### config.mk
export PLATFORM = sky130hd
export DESIGN_NAME = multdiv_issue_ctrl_flat
export DESIGN_NICKNAME = d
export VERILOG_FILES = /design/src/rtl/multdiv_pkg.sv /design/src/rtl/multdiv_issue_ctrl_if.sv /design/src/rtl/multdiv_issue_ctrl.sv /design/src/flat_wrapper.sv
export SDC_FILE = /design/constraint.sdc
export NUM_CORES = 1
export LEC_CHECK = 0
export ABC_CLOCK_PERIOD_IN_PS = 3300
export CORE_ASPECT_RATIO = 2
export CORE_MARGIN = 5
export CORE_UTILIZATION = 30
export DETAILED_ROUTE_END_ITERATION = 12
export DONT_BUFFER_PORTS = 1
export PLACE_DENSITY = 0.47
export SYNTH_ARGS = -nofsm -noshare
export SYNTH_HDL_FRONTEND = slang
export SYNTH_SLANG_ARGS = --single-unit
### constraint.sdc
create_clock -name clock -period 3.3 [get_ports clock]
set_input_delay 0.99 -clock clock [delete_from_list [all_inputs] [get_ports clock]]
set_output_delay 0.99 -clock clock [all_outputs]
set_load 0.05 [all_outputs]
### src/rtl/multdiv_pkg.sv
`default_nettype none
// ============================================================================
// Module      : multdiv_pkg
// Description : Shared constants for the mult/div issue controller.
// Revision    : 1.0 - initial release
// ============================================================================
package multdiv_pkg;

    localparam logic [1:0] C_S_IDLE  = 2'd0;
    localparam logic [1:0] C_S_START = 2'd1;
    localparam logic [1:0] C_S_WAIT  = 2'd2;
    localparam logic [1:0] C_S_DONE  = 2'd3;

    localparam logic       C_OP_MULT = 1'b0;
    localparam logic       C_OP_DIV  = 1'b1;

    localparam int         C_RSTATUS_REG   = 30;
    localparam int         C_MULT_EXC_CODE = 4;
    localparam int         C_DIV_EXC_CODE  = 5;
    localparam int         C_CNT_W         = 7;

endpackage : multdiv_pkg
`default_nettype wire

### src/rtl/multdiv_issue_ctrl_if.sv
`default_nettype none
// ============================================================================
// Module      : multdiv_issue_ctrl_if
// Description : X-stage request, multdiv handshake and writeback bundle.
// Revision    : 1.0 - initial release
// ============================================================================
interface multdiv_issue_ctrl_if;

    logic        start_mult;
    logic        start_div;
    logic [31:0] opA;
    logic [31:0] opB;
    logic [4:0]  rd_in;
    logic        flush;
    logic [31:0] md_operandA;
    logic [31:0] md_operandB;
    logic        md_ctrl_mult;
    logic        md_ctrl_div;
    logic [31:0] md_result;
    logic        md_except;
    logic        md_ready;
    logic        stall;
    logic        wb_valid;
    logic [4:0]  wb_rd;
    logic [31:0] wb_data;
    logic        busy;

    // Environment side: pipeline plus multdiv
    modport master (
        output start_mult, start_div, opA, opB, rd_in, flush,
        output md_result, md_except, md_ready,
        input  md_operandA, md_operandB, md_ctrl_mult, md_ctrl_div,
        input  stall, wb_valid, wb_rd, wb_data, busy
    );

    // Controller side
    modport slave (
        input  start_mult, start_div, opA, opB, rd_in, flush,
        input  md_result, md_except, md_ready,
        output md_operandA, md_operandB, md_ctrl_mult, md_ctrl_div,
        output stall, wb_valid, wb_rd, wb_data, busy
    );

endinterface : multdiv_issue_ctrl_if
`default_nettype wire

### src/rtl/multdiv_issue_ctrl.sv
`default_nettype none
// ============================================================================
// Module      : multdiv_issue_ctrl
// Description : Issues one mult/div to multdiv, stalls until done, writes back.
// Revision    : 1.0 - initial release
// ============================================================================
module multdiv_issue_ctrl
    import multdiv_pkg::*;
#(
    parameter int TIMEOUT_CYCLES = 64,
    parameter int MULT_EXC_CODE  = C_MULT_EXC_CODE,
    parameter int DIV_EXC_CODE   = C_DIV_EXC_CODE,
    parameter int RSTATUS_REG    = C_RSTATUS_REG
) (
    input  wire logic            clock,
    input  wire logic            reset,
    multdiv_issue_ctrl_if.slave  bus
);

    localparam logic [C_CNT_W-1:0] C_CNT_LAST  = C_CNT_W'(TIMEOUT_CYCLES - 1);
    localparam logic [4:0]         C_RSTATUS   = 5'(RSTATUS_REG);
    localparam logic [31:0]        C_MULT_CODE = 32'(MULT_EXC_CODE);
    localparam logic [31:0]        C_DIV_CODE  = 32'(DIV_EXC_CODE);

    logic [1:0]         r_state;
    logic [31:0]        r_opa;
    logic [31:0]        r_opb;
    logic [4:0]         r_rd;
    logic               r_op;
    logic [C_CNT_W-1:0] r_cnt;
    logic [31:0]        r_result;
    logic               r_except;

    logic               w_req;
    logic               w_idle;
    logic               w_start;
    logic               w_wait;
    logic               w_done;

    assign w_req   = bus.start_mult | bus.start_div;
    assign w_idle  = (r_state == C_S_IDLE);
    assign w_start = (r_state == C_S_START);
    assign w_wait  = (r_state == C_S_WAIT);
    assign w_done  = (r_state == C_S_DONE);

    always_ff @(posedge clock) begin
        if (reset) begin
            r_state  <= C_S_IDLE;
            r_opa    <= '0;
            r_opb    <= '0;
            r_rd     <= '0;
            r_op     <= C_OP_MULT;
            r_cnt    <= '0;
            r_result <= '0;
            r_except <= 1'b0;
        end else if (bus.flush) begin
            // Squash: multdiv keeps running, its later ready is simply not looked at
            r_state <= C_S_IDLE;
            r_cnt   <= '0;
        end else begin
            case (r_state)
                C_S_IDLE: begin
                    if (w_req) begin
                        r_opa   <= bus.opA;
                        r_opb   <= bus.opB;
                        r_rd    <= bus.rd_in;
                        r_op    <= bus.start_mult ? C_OP_MULT : C_OP_DIV;
                        r_state <= C_S_START;
                    end
                end
                C_S_START: begin
                    // md_ready here may still belong to the previous op
                    r_cnt   <= '0;
                    r_state <= C_S_WAIT;
                end
                C_S_WAIT: begin
                    if (bus.md_ready) begin
                        r_result <= bus.md_result;
                        r_except <= bus.md_except;
                        r_state  <= C_S_DONE;
                    end else if (r_cnt == C_CNT_LAST) begin
                        r_except <= 1'b1;
                        r_state  <= C_S_DONE;
                    end else begin
                        r_cnt <= r_cnt + 1'b1;
                    end
                end
                C_S_DONE: begin
                    r_state <= C_S_IDLE;
                end
                default: begin
                    r_state <= C_S_IDLE;
                end
            endcase
        end
    end

    assign bus.md_operandA  = r_opa;
    assign bus.md_operandB  = r_opb;
    assign bus.md_ctrl_mult = w_start & (r_op == C_OP_MULT);
    assign bus.md_ctrl_div  = w_start & (r_op == C_OP_DIV);
    assign bus.stall        = (w_idle & w_req) | w_start | w_wait;
    assign bus.busy         = ~w_idle;

    // r0 is never written, but rd/data stay visible on the bus
    assign bus.wb_valid = w_done & ~bus.flush & (r_except | (r_rd != 5'd0));
    assign bus.wb_rd    = ~w_done ? 5'd0 : (r_except ? C_RSTATUS : r_rd);
    assign bus.wb_data  = ~w_done ? 32'd0 :
                          (r_except ? ((r_op == C_OP_MULT) ? C_MULT_CODE : C_DIV_CODE)
                                    : r_result);

endmodule : multdiv_issue_ctrl
`default_nettype wire

### src/flat_wrapper.sv
// flat-port wrapper written by rule: the top's interface ports become plain ports
module multdiv_issue_ctrl_flat import multdiv_pkg::*;
#(
    parameter int TIMEOUT_CYCLES = 64,
    parameter int MULT_EXC_CODE  = C_MULT_EXC_CODE,
    parameter int DIV_EXC_CODE   = C_DIV_EXC_CODE,
    parameter int RSTATUS_REG    = C_RSTATUS_REG
)
  (clock, reset, bus_start_mult, bus_start_div, bus_opA, bus_opB, bus_rd_in, bus_flush, bus_md_result, bus_md_except, bus_md_ready, bus_md_operandA, bus_md_operandB, bus_md_ctrl_mult, bus_md_ctrl_div, bus_stall, bus_wb_valid, bus_wb_rd, bus_wb_data, bus_busy);
  multdiv_issue_ctrl_if bus_i ();
  input  wire logic clock;
  input  wire logic reset;
  input wire logic [$bits(bus_i.start_mult)-1:0] bus_start_mult;
  input wire logic [$bits(bus_i.start_div)-1:0] bus_start_div;
  input wire logic [$bits(bus_i.opA)-1:0] bus_opA;
  input wire logic [$bits(bus_i.opB)-1:0] bus_opB;
  input wire logic [$bits(bus_i.rd_in)-1:0] bus_rd_in;
  input wire logic [$bits(bus_i.flush)-1:0] bus_flush;
  input wire logic [$bits(bus_i.md_result)-1:0] bus_md_result;
  input wire logic [$bits(bus_i.md_except)-1:0] bus_md_except;
  input wire logic [$bits(bus_i.md_ready)-1:0] bus_md_ready;
  output wire logic [$bits(bus_i.md_operandA)-1:0] bus_md_operandA;
  output wire logic [$bits(bus_i.md_operandB)-1:0] bus_md_operandB;
  output wire logic [$bits(bus_i.md_ctrl_mult)-1:0] bus_md_ctrl_mult;
  output wire logic [$bits(bus_i.md_ctrl_div)-1:0] bus_md_ctrl_div;
  output wire logic [$bits(bus_i.stall)-1:0] bus_stall;
  output wire logic [$bits(bus_i.wb_valid)-1:0] bus_wb_valid;
  output wire logic [$bits(bus_i.wb_rd)-1:0] bus_wb_rd;
  output wire logic [$bits(bus_i.wb_data)-1:0] bus_wb_data;
  output wire logic [$bits(bus_i.busy)-1:0] bus_busy;
  assign bus_i.start_mult = bus_start_mult;
  assign bus_i.start_div = bus_start_div;
  assign bus_i.opA = bus_opA;
  assign bus_i.opB = bus_opB;
  assign bus_i.rd_in = bus_rd_in;
  assign bus_i.flush = bus_flush;
  assign bus_i.md_result = bus_md_result;
  assign bus_i.md_except = bus_md_except;
  assign bus_i.md_ready = bus_md_ready;
  assign bus_md_operandA = bus_i.md_operandA;
  assign bus_md_operandB = bus_i.md_operandB;
  assign bus_md_ctrl_mult = bus_i.md_ctrl_mult;
  assign bus_md_ctrl_div = bus_i.md_ctrl_div;
  assign bus_stall = bus_i.stall;
  assign bus_wb_valid = bus_i.wb_valid;
  assign bus_wb_rd = bus_i.wb_rd;
  assign bus_wb_data = bus_i.wb_data;
  assign bus_busy = bus_i.busy;
  multdiv_issue_ctrl #(.TIMEOUT_CYCLES(TIMEOUT_CYCLES), .MULT_EXC_CODE(MULT_EXC_CODE), .DIV_EXC_CODE(DIV_EXC_CODE), .RSTATUS_REG(RSTATUS_REG)) u_core (.clock(clock), .reset(reset), .bus(bus_i));
endmodule
==> metrics <==
static leakage=0.00198 uW; GRT Util Overall=14.5%; clock share of power=39.7%; Seq pwr share=54.4%; die width=95.8 um; CTS H-tree lvls=3; Clock Tree Root=clkbuf_16; HPWL after detailed placement=9.51 mm; die area=17400 sq um; Hold Path Depth=2; worst r2r dst=u_core.bus.md_operandB[21]$_SDFFE_PP0P_; # port buffers=0; Async SR Flop Fraction=0%; Rel. slew slack=62.0%; Placer Congestion=0.721; final core occ=38.0%; max incr delay on CP=390 ps; combinational power share=5.9%; setup tns final=0 ps; crit path launch type=register; Hold Buf Count CTS=0; Die Ht=182 um; top post-synthesis cells by area=dfxtp_1 (51%), nand2_1 (18%), a21oi_1 (12%), and2_1 (4.7%), buf_2 (1.9%); CTS tree=done; status=finished clean; vias in the first global route=3745; ys flop type=dfxtp_1; CTS Buf Count=9; delay-heaviest family, CP=buffers and inverters; drt drc=0; first drt pass iteration count=4; Overflow after GRT=0; Worst VDD drop=0.245 mV; Int Pwr=2140 uW; fin nets=683; Worst Setup SP=u_core.r_state[0]$_SDFFE_PP0P_; Clk pin slew, worst setup/hold paths=70 ps; Worst Hold End=u_core.r_result[3]$_SDFFE_PP0P_; unrepaired setup endpoints after global routing=no; Power Dens Cells=543 nW/um^2; Core Region=14400 sq um; Reg2Reg Setup Slack=1290 ps; P&R area growth vs syn=24.2%; fin crit share=87.3%; fill cell count=1517; # IOs=214; Syn Area/Cell=7.91 sq um; PostCTS Resize Cnt=0; NetSw=838 uW; Req. time, crit path=2310 ps; pre-CTS WS=774 ps; initial core utilization=30.6%; ANT cells=0; reg2reg path depth=7; crit path cell chain=ha_1 > nor2b_1 > buf_4 > and2_1 > buf_12; sequential share of the synthesized area=50.7%; Placed Cells=751; top cell type by total area after synthesis=dfxtp_1; Synth Warn #=0; Switching Fraction=28.1%; Final Slew Violations=0; worst-path fanout max=31; Detailed Route Iter0 Violations=144; Buf/Inv on CP=2; Max clock buf depth=2; register bit total from synthesis=112; post-CTS setup buffer count=0; Worst-Margin Slew=570 ps; reg-to-reg critical path startpoint=u_core.r_state[0]$_SDFFE_PP0P_; vias=3681; Final Hold Viols=0; Skew-Pair Late Insertion Delay=340 ps; initial antenna violation count=0; synthesized cell area=4420 sq um; slowest cell on the critical path=dfxtp_1; clock skew=6.41 ps; Achievable Freq=347 MHz; synthesized net count=672; first-pass GRT wire length=19.7 mm; cell row count=62; Netlist cell types=41; critical path type=reg -> out; # clock sinks=112; number of synthesized flops with an enable pin=0; ANT nets after route=0; share of layout cells above drive strength 1=11.0%; fin cells=767; Max Cap Violations=0; HP Start=u_core.r_result[3]$_SDFFE_PP0P_; Synth Instances=559; Final setup viols=0; largest net degree at the start of global routing=106; Yosys top cell area share=50.7%; wirelength, routed=12.7 mm; crit path DAT=1890 ps; Via density=4.80; crit path capture type=output port; Final min period=2880 ps; Routed WL per cell=16.5 um; worst setup margin=419 ps; Hold WC Path Type=reg -> reg
-- cells by family after synthesis --
group | share of synthesized area (%)
simple gates | 26.6
buf+inv | 5.15
mux | 0.708
xor+xnor | 0.198
fa+ha+maj | 1.42
compound gates | 15.1
flops | 50.7
-- registers in the layout, indices dropped and copies added (netlist names) --
| register | cells |
|---|---|
| u_core.bus.md_operandA | 32 |
| u_core.r_result | 32 |
| u_core.r_except | 1 |
| u_core.r_op | 1 |
| u_core.bus.md_operandB | 32 |
| u_core.r_rd | 5 |
| u_core.r_state | 2 |
| u_core.r_cnt | 7 |
-- power groups by stage --
| stage | logic [uW] | clock network (uW) | registers [uW] |
|---|---|---|---|
| after floorplan | 164 | 0 | 1640 |
| after global placement | 174 | 0 | 1650 |
| after detailed placement | 180 | 0 | 1650 |
| after CTS | 180 | 1230 | 1620 |
| after global routing | 203 | 1290 | 1630 |
| final | 177 | 1180 | 1620 |
-- cell usage in the layout, fill, tap and decap left out, types with 5 or more instances in the layout --
cell type / n
clkbuf_16: 9
dfxtp_1: 112
ha_1: 5
a21oi_1: 103
o21a_1: 5
buf_12: 33
buf_4: 6
and2_1: 33
nor2_1: 6
nand2_1: 210
-- worst max-delay path by stage --
stage | slack, ps | depth (start not counted) | end
3_3_place_gp | 780 | 2 | bus_stall
5_1_grt | 310 | 5 | bus_wb_data[21]
3_5_place_dp | 770 | 5 | bus_wb_data[21]
4_1_cts | 400 | 5 | bus_wb_data[21]
6_report | 420 | 5 | bus_wb_data[25]
2_1_floorplan | 160 | 1 | bus_wb_valid
-- tightest hold or removal path, cell delays in order, from the launching register on --
cell,delay [ps]
dfxtp_1,310
nand2_1,50
a21oi_1,50
-- cell usage after synthesis, types with 2 or more instances --
library cell	n
buf_2	17
nor2_1	6
mux2i_1	2
dfxtp_1	112
buf_4	2
nand3_1	2
a21boi_0	2
and3_1	2
inv_1	4
a31oi_1	4
nor3_1	2
a21oi_1	103
nand2_1	210
nor2b_1	3
clkbuf_1	14
nand2b_1	2
and2_1	33
o21a_1	5
and3b_1	3
buf_6	5
nand3b_1	2
ha_1	5
-- layout make-up --
type | instances | area (sq um) | share of cell area [%]
multi-input cells | 404 | 1960 | 35.7
clock buffers | 9 | 225 | 4.10
well taps | 192 | 240 | 4.38
clock inverters | 7 | 100 | 1.82
flip-flops and latches | 112 | 2240 | 40.9
inverters | 4 | 15.0 | 0.274
repair buffers | 39 | 706 | 12.9
-- per-layer routing --
layer  track usage [%]  wire [um]  vias up
met1              14.8       4560     1689
met5                 0          0        -
li1                  -          -     1822
met3              5.47       1210       10
met4              5.07        188        0
met2              26.2       6700      160
-- stage by stage --
| stage | area (sq um) | hold slack [ps] | power [uW] |
|---|---|---|---|
| after detailed placement | 5160 | 436 | 1840 |
| after global placement | 5160 | 432 | 1830 |
| final | 5490 | 447 | 2980 |
| after floorplan | 4420 | 428 | 1800 |
| after CTS | 5490 | 447 | 3030 |
| after global routing | 5490 | 461 | 3120 |
(Power assumes the default switching activity.)
